`src/rtl/gs232c_bp_pkg.sv`:
```
// Shared branch-predictor defaults and the global-history shift rule.
// The shift function is sized for the widest supported history and slot count; callers cast in and out.
package gs232c_bp_pkg;

   localparam int HLEN_DEF  = 24;
   localparam int NSLOT_DEF = 4;
   localparam int NCKPT_DEF = 8;

   localparam int HMAX = 64;
   localparam int SMAX = 16;

   // Each branch slot shifts in its direction; scanning stops after the first taken branch.
   function automatic logic [HMAX-1:0] ghr_shift(input logic [HMAX-1:0] hist,
                                                 input logic [SMAX-1:0] brop,
                                                 input logic [SMAX-1:0] taken);
      logic [HMAX-1:0] h;
      logic            stop;
      h    = hist;
      stop = 1'b0;
      for (int i = 0; i < SMAX; i++) begin
         if (!stop && brop[i]) begin
            h    = {h[HMAX-2:0], taken[i]};
            stop = taken[i];
         end
      end
      return h;
   endfunction

endpackage

```
`src/rtl/gs232c_hr_shift.sv`:
```
// Applies the shift rule for one fetch/commit group to an HLEN-bit history.
module gs232c_hr_shift
   import gs232c_bp_pkg::*;
#(
   parameter int HLEN  = HLEN_DEF,
   parameter int NSLOT = NSLOT_DEF
) (
   input  logic [HLEN-1:0]  hist_i,
   input  logic [NSLOT-1:0] brop_i,
   input  logic [NSLOT-1:0] taken_i,
   output logic [HLEN-1:0]  hist_o
);

   assign hist_o = HLEN'(ghr_shift(HMAX'(hist_i), SMAX'(brop_i), SMAX'(taken_i)));

endmodule

```
`src/rtl/gs232c_ghr_ckpt.sv`:
```
// Speculative/committed global history with a circular checkpoint queue for
// redirect recovery; flush restores from the committed history.
module gs232c_ghr_ckpt
   import gs232c_bp_pkg::*;
#(
   parameter int  HLEN  = HLEN_DEF,
   parameter int  NSLOT = NSLOT_DEF,
   parameter int  NCKPT = NCKPT_DEF,
   localparam int TAGW  = $clog2(NCKPT)
) (
   input  logic             clock,
   input  logic             reset,
   input  logic             fe_valid,
   input  logic [NSLOT-1:0] fe_brop,
   input  logic [NSLOT-1:0] fe_taken,
   output logic             fe_ready,
   output logic [TAGW-1:0]  fe_tag,
   input  logic             rd_valid,
   input  logic [TAGW-1:0]  rd_tag,
   input  logic [NSLOT-1:0] rd_brop,
   input  logic [NSLOT-1:0] rd_taken,
   input  logic             cm_valid,
   input  logic [NSLOT-1:0] cm_brop,
   input  logic [NSLOT-1:0] cm_taken,
   input  logic             fl_valid,
   output logic [HLEN-1:0]  hr_pred,
   output logic [HLEN-1:0]  hr_arch,
   output logic [TAGW:0]    ck_count
);

   logic [HLEN-1:0] ckpt_q [NCKPT];
   logic [HLEN-1:0] hpred_q, hpred_d;
   logic [HLEN-1:0] harch_q, harch_d;
   logic [TAGW-1:0] head_q, head_d;
   logic [TAGW-1:0] tail_q, tail_d;
   logic [TAGW:0]   cnt_q, cnt_d;
   logic [TAGW-1:0] rd_span;
   logic [HLEN-1:0] fe_hist, rd_hist, cm_hist;
   logic            fe_alloc, cm_free;

   gs232c_hr_shift #(.HLEN(HLEN), .NSLOT(NSLOT)) u_fe_shift (
      .hist_i(hpred_q), .brop_i(fe_brop), .taken_i(fe_taken), .hist_o(fe_hist));

   gs232c_hr_shift #(.HLEN(HLEN), .NSLOT(NSLOT)) u_rd_shift (
      .hist_i(ckpt_q[rd_tag]), .brop_i(rd_brop), .taken_i(rd_taken), .hist_o(rd_hist));

   gs232c_hr_shift #(.HLEN(HLEN), .NSLOT(NSLOT)) u_cm_shift (
      .hist_i(harch_q), .brop_i(cm_brop), .taken_i(cm_taken), .hist_o(cm_hist));

   assign fe_ready = (cnt_q < (TAGW+1)'(NCKPT)) && !rd_valid && !fl_valid;
   assign fe_tag   = tail_q;
   assign fe_alloc = fe_valid && fe_ready && (|fe_brop);
   assign cm_free  = cm_valid && (|cm_brop);

   always_comb begin
      harch_d = cm_valid ? cm_hist : harch_q;
      head_d  = head_q + TAGW'(cm_free);
      hpred_d = hpred_q;
      tail_d  = tail_q;
      cnt_d   = cnt_q - (TAGW+1)'(cm_free);
      rd_span = '0;
      if (fl_valid) begin
         hpred_d = harch_d;
         tail_d  = head_d;
         cnt_d   = '0;
      end else if (rd_valid) begin
         hpred_d = rd_hist;
         tail_d  = rd_tag + TAGW'(1);
         // The redirected entry survives, so a zero pointer distance means the queue is full.
         rd_span = tail_d - head_d;
         cnt_d   = (rd_span == '0) ? (TAGW+1)'(NCKPT) : {1'b0, rd_span};
      end else if (fe_alloc) begin
         hpred_d = fe_hist;
         tail_d  = tail_q + TAGW'(1);
         cnt_d   = cnt_q + (TAGW+1)'(1) - (TAGW+1)'(cm_free);
      end
   end

   always_ff @(posedge clock or posedge reset) begin
      if (reset) begin
         hpred_q <= '0;
         harch_q <= '0;
         head_q  <= '0;
         tail_q  <= '0;
         cnt_q   <= '0;
      end else begin
         hpred_q <= hpred_d;
         harch_q <= harch_d;
         head_q  <= head_d;
         tail_q  <= tail_d;
         cnt_q   <= cnt_d;
      end
   end

   always_ff @(posedge clock) begin
      if (fe_alloc) ckpt_q[tail_q] <= hpred_q;
   end

   assign hr_pred  = hpred_q;
   assign hr_arch  = harch_q;
   assign ck_count = cnt_q;

endmodule

```
`config.mk`:
```
export PLATFORM = sky130hd
export DESIGN_NAME = gs232c_ghr_ckpt
export DESIGN_NICKNAME = d
export VERILOG_FILES = /design/src/rtl/gs232c_bp_pkg.sv /design/src/rtl/gs232c_hr_shift.sv /design/src/rtl/gs232c_ghr_ckpt.sv
export SDC_FILE = /design/constraint.sdc
export NUM_CORES = 1
export LEC_CHECK = 0
export CELL_PAD_IN_SITES_DETAIL_PLACEMENT = 1
export CELL_PAD_IN_SITES_GLOBAL_PLACEMENT = 1
export CORE_ASPECT_RATIO = 0.9
export CORE_MARGIN = 1.5
export CORE_UTILIZATION = 49
export CTS_BUF_LIST = sky130_fd_sc_hd__clkbuf_16
export CTS_CLUSTER_SIZE = 40
export DETAILED_ROUTE_END_ITERATION = 10
export GPL_TIMING_DRIVEN = 0
export PLACE_DENSITY = 0.81
export SYNTH_ARGS = -nofsm -noshare
export SYNTH_HDL_FRONTEND = slang
export SYNTH_SLANG_ARGS = --single-unit
```
`constraint.sdc`:
```
create_clock -name clock -period 5.2 [get_ports clock]
set_input_delay 0.78 -clock clock [delete_from_list [all_inputs] [get_ports clock]]
set_output_delay 0.78 -clock clock [all_outputs]
set_load 0.005 [all_outputs]
```
Word-level counts from Yosys, hierarchy flattened
Memory sizes are Yosys's and may differ from the RTL's.
Index checks and enable logic that the tools add are counted.
{"block": "op_classes", "addsub": 7, "magnitude_cmp": 1, "mux": 34, "reduce_logical": 29}
{"cell": "two-way mux 24 bit", "count": 16}
{"cell": "two-way mux 4 bit", "count": 4}
{"cell": "logical AND 1 bit", "count": 14}
{"cell": "logical NOT 1 bit", "count": 11}
{"cell": "two-way mux 1 bit", "count": 11}
{"cell": "two-way mux 3 bit", "count": 3}
{"cell": "OR reduction 4 bit", "count": 2}
{"cell": "subtractor 4 x 1 -> 4 bit", "count": 2}
{"cell": "adder 3 x 1 -> 3 bit, second input constant", "count": 2}
{"cell": "adder 4 x 1 -> 4 bit, second input constant", "count": 1}
{"cell": "< comparator 4 bit, second input constant", "count": 1}
{"cell": "adder 3 x 1 -> 3 bit", "count": 1}
{"cell": "logical NOT 3 bit", "count": 1}
{"cell": "nonzero test 3 bit", "count": 1}
{"cell": "subtractor 3 bit", "count": 1}
{"block": "word_totals", "register_bits": 58, "ramBits": 192, "in_bits": 33, "output_inout_bits": 56, "wordCells": 77, "mem_count": 1}
{"name": "ckpt_q", "words": 8, "word_bits": 24, "rd": 1, "rd_ports_with_merged_regs": 0, "write_ports": 1, "line_no": "gs232c_ghr_ckpt.sv:31", "text": "logic [HLEN-1:0] ckpt_q [NCKPT];"}

Logic depth before layout (Yosys ltp)
{"block": "logic_depth", "depth_word": 13, "depth_mapped": 12, "depth_no_buf": 10}

Hierarchy
From an unflattened synthesis, not the netlist that was laid out.
{"block": "unflattened", "cells_unflattened": 1004, "area_unflattened_um2": 13629.3}
{"module": "gs232c_ghr_ckpt", "instances": 1, "cells_each": 542, "area_per_inst_um2": 10341.2, "seq_area_each_um2": 7216.9}
{"module": "gs232c_hr_shift", "instances": 3, "cells_each": 154, "area_per_inst_um2": 1096.1, "seq_area_each_um2": 0.0}

Worst setup path after synthesis
OpenSTA, ideal clock, no wires.
{"block": "synth_timing", "path_kind": "input to register", "from": "input fe_brop[0]", "to": "memory ckpt_q[4][0] (netlist bit) (enable)", "setup_ns": 0.475, "t_arrival_ns": 4.168, "required_time_ns": 4.725, "slack_ns": 0.557, "stages": 4, "path_buffers": 1, "path_cell_list": "clkbuf_1 -> nor2_2 -> a2111o_1 -> nor4b_1"}
{"block": "synth_between", "elab_chain_cells": 4}
{"item": "start, declared", "line_no": "gs232c_ghr_ckpt.sv:14", "text": "input logic [NSLOT-1:0] fe_brop,"}
{"item": "OR reduction 4 bit", "line_no": "gs232c_ghr_ckpt.sv:52", "text": "assign fe_alloc = fe_valid && fe_ready && (|fe_brop);"}
{"item": "logical AND 1 bit", "line_no": "gs232c_ghr_ckpt.sv:52"}
{"item": "two-way mux 1 bit", "line_no": "gs232c_ghr_ckpt.sv:96", "text": "if (fe_alloc) ckpt_q[tail_q] <= hpred_q;"}
{"item": "two-way mux 1 bit (not written as such)", "line_no": "gs232c_ghr_ckpt.sv:96"}
{"item": "end, declared", "line_no": "gs232c_ghr_ckpt.sv:31"}
No other way between the ends.

Final worst setup path
{"block": "layout_timing", "from": "input rd_valid", "to": "output fe_ready"}
{"block": "layout_between", "elab_chain_cells": 3}
{"item": "start, declared", "line_no": "gs232c_ghr_ckpt.sv:18", "text": "input logic rd_valid,"}
{"item": "logical NOT 1 bit", "line_no": "gs232c_ghr_ckpt.sv:50", "text": "assign fe_ready = (cnt_q < (TAGW+1)'(NCKPT)) && !rd_valid && !fl_valid;"}
{"item": "logical AND 1 bit (2 in series)", "line_no": "gs232c_ghr_ckpt.sv:50"}
{"item": "end, declared", "line_no": "gs232c_ghr_ckpt.sv:16", "text": "output logic fe_ready,"}
No other way between the ends.

==> qor.csv <==
metric;value;unit
status;completed;
HP Class;flop to flop;
Multi-input gate area;6331;sq um
vias per cell;6.828;
R2R depth;7;
period utilization;0.7605;
GR Util All Layers;0.3450;
worst setup path startpoint;rd_valid;
synth cell count leaders;192 x edfxtp_1, 119 x nand2_1, 118 x mux2i_1;
HPWL after DPL;37180;microns
largest vdd supply drop;336.9;uV
flops & latches, synth;250;
Die Y;163.9;microns
H-tree levels;1;
Hold Vio Cnt, Final;0;
I/O pin cnt;89;
Final Cell Area;16490;sq um
Worst Path Required;4.42;ns
simple-gate share of the synthesized area;0.1223;
placed insts;1717;
WL final;50930;microns
Ant. Diodes;0;
largest family of logic cells by synthesized area;compound AO/OA/AOI/OAI gates;
synth warn;0;
crit path capture type;output port;
post-synth top area cell;edfxtp_1;
Post-synth EDFFs;192;
Comb power frac;0.256;
via count of the first global-routing pass;12200;
hold-critical path depth;1;
Min Clock Period, post-route;3.955;ns
Area after DPL;15610;sq um
FF/Latch Area;7217;sq um
Worst slew margin;0.3063;
GPL Wtd Cong;0.9432;
HP Start;head_q[2];
register area share after synthesis;0.5118;
Max FO, Critical Path;10;
syn_nets;1299;
first-pass GRT wire length;76900;microns
Mapped Area;14100;sq um
CTS Buf Count;27;
CTS tree;done;
crit path DAT;3.17;ns
# rows;58;
WL/cell;28.84;microns
Setup TNS Final;0;ns
internal power;0.004254;W
count leader, synth;edfxtp_1;
CP Class;primary input to output port;
Design Power;0.006408;W
unrepaired setup endpoints after global routing;false;
total die area;29810;sq um
post-synthesis cell count;1255;
Final nets;1430;
hold buffer count at CTS;0;
Sw Ratio;0.3362;
crit path launch type;primary input;
multiplexer share of the synthesized area;0.1447;
Synth top area share;0.4088;
Non-Filler Instances;1766;
Die W;181.8;microns
number of max-cap violations;0;
Worst Skew;0.01551;ns
post-synthesis adder-cell area fraction;0.01029;
Iter 0 DRT Violations;1423;
antenna violations before repair;0;
Synth Area in Compound Gates;0.1633;
Post-route DRC;0;
drt pass-1 iters;6;
Clk pin slew, worst setup/hold paths;0.07;ns
top_reg_cell synth;edfxtp_1;
largest net degree at the start of global routing;35;
Resize count post-CTS;0;
clock power share;0.303;
net switching power;0.002154;W
Static Leak;6.100;nW
fin. max-slew vios;0;
Critical R2R Launch;ck_count[3];
syn_area_per_cell;11.24;sq um
Unique masters post-synth;83;
via count;12060;
GRT Residual Overflow;0;
Clock Latency Late Sink;0.56;ns
PD cells;388.6;nW/um^2
fmax;252.9;MHz
total of fill cells in the finished design;2957;
Worst-Margin Slew;1.037;ns
IO buf count;81;
Setup-failing EPs final;0;
layout cells sized above 1;0.1380;
Layout area overhead;16.92;%
post-CTS setup buffer count;0;
ys async rst share;0.2320;
Routed Antenna Nets;0;
clock sinks;250;
root buf cell;clkbuf_16;
CTS Buffer Depth;3;
XOR/XNOR Fraction of Synth Area;0.004969;
Initial Util;0.5008;
sequential share of power;0.441;
ranking of synthesized cells by area;edfxtp_1 41%, dfrtp_1 10%, mux2i_1 8.4%;
CORE AREA;28160;sq um
[cell type report]
type	count	area share
tap	360	0.02732
multi-input combinational	888	0.3840
buffer	95	0.03142
timing repair buffer	102	0.06131
clock buffer	27	0.04098
clock inverter	22	0.01229
inverter	22	0.005008
sequential	250	0.4377
[layout by cell type, fill, tap and decap left out, types with 15 or more instances in the layout]
cell type / Yosys / final
nand3_1: 58 / 58
buf_6: 8 / 16
inv_1: 21 / 27
clkbuf_1: 44 / 44
mux2_2: 40 / 40
dfrtp_1: 58 / 58
clkbuf_16: 0 / 27
mux2i_1: 118 / 118
buf_2: 25 / 25
a21oi_1: 59 / 59
nor3_1: 25 / 23
nor2b_1: 18 / 18
buf_4: 10 / 22
nand2_1: 119 / 119
a211oi_1: 22 / 22
o22ai_1: 31 / 31
clkdlybuf4s50_1: 0 / 81
mux4_2: 15 / 15
edfxtp_1: 192 / 192
o21ai_0: 39 / 39
nor2_1: 88 / 87
a22oi_1: 19 / 19
[critical path: stages]
cell and delay [ns]:
clkbuf_1 0.33, clkbuf_1 0.41, clkbuf_1 0.52, clkbuf_1 0.53, nor3_1 0.13, clkdlybuf4s50_1 0.47
[metrics by stage]
stage	hold slack, ns	setup slack [ns]	utilization
finish	0.5018	1.245	0.5856
global route	0.5162	1.089	0.5856
CTS	0.5029	1.261	0.5856
detailed placement	0.4904	0.7473	0.5544
global placement	0.4942	-3.010	0.5456
floorplan	0.4608	0.5567	-
[power by group through the flow]
| stage | combinational, W | clock, W | sequential (W) |
|---|---|---|---|
| final | 0.00164 | 0.00194 | 0.00282 |
| after global routing | 0.00177 | 0.00203 | 0.00284 |
| after CTS | 0.00162 | 0.00194 | 0.00281 |
| after detailed placement | 0.00161 | 0 | 0.00285 |
| after global placement | 0.00154 | 0 | 0.00283 |
| after floorplan | 0.000958 | 0 | 0.00268 |
[kinds of logic (layout without fill, tap and decap cells)]
| kind of cell | after synthesis | in the layout |
|---|---|---|
| AO/OA/AOI/OAI | 322 | 322 |
| XOR/XNOR | 8 | 8 |
| adder cells (fa/ha/maj) | 11 | 11 |
| buffers and inverters | 117 | 268 |
| flip-flops | 250 | 250 |
| multiplexers | 178 | 178 |
| AND/OR/NAND/NOR | 369 | 369 |
[state kept, by name, summed over array words and instances (netlist names)]
register,flops
ck_count,4
hr_pred,24
ckpt_q,192
fe_tag,3
head_q,3
hr_arch,24
[path summary, 6_finish.rpt]
path | slack [ns] | end
worst min-delay path | 0.50 | head_q[2]
max in group asynchronous | 3.95 | hr_pred[6]
min in group asynchronous | 0.62 | ck_count[2]
worst min register to register | 0.50 | head_q[2]
worst max-delay path | 1.25 | fe_ready
worst max register to register | 1.88 | ckpt_q[5][11]
[per-layer routing]
layer  up-vias  global-route usage  part of all wire
met5         -                   0                 0
met4         0             0.08939             0.026
met3       104             0.04346             0.091
met2       730              0.5505              0.46
met1      6087              0.5010              0.43
li1       5137                   -                 -
(Power assumes the default switching activity.)
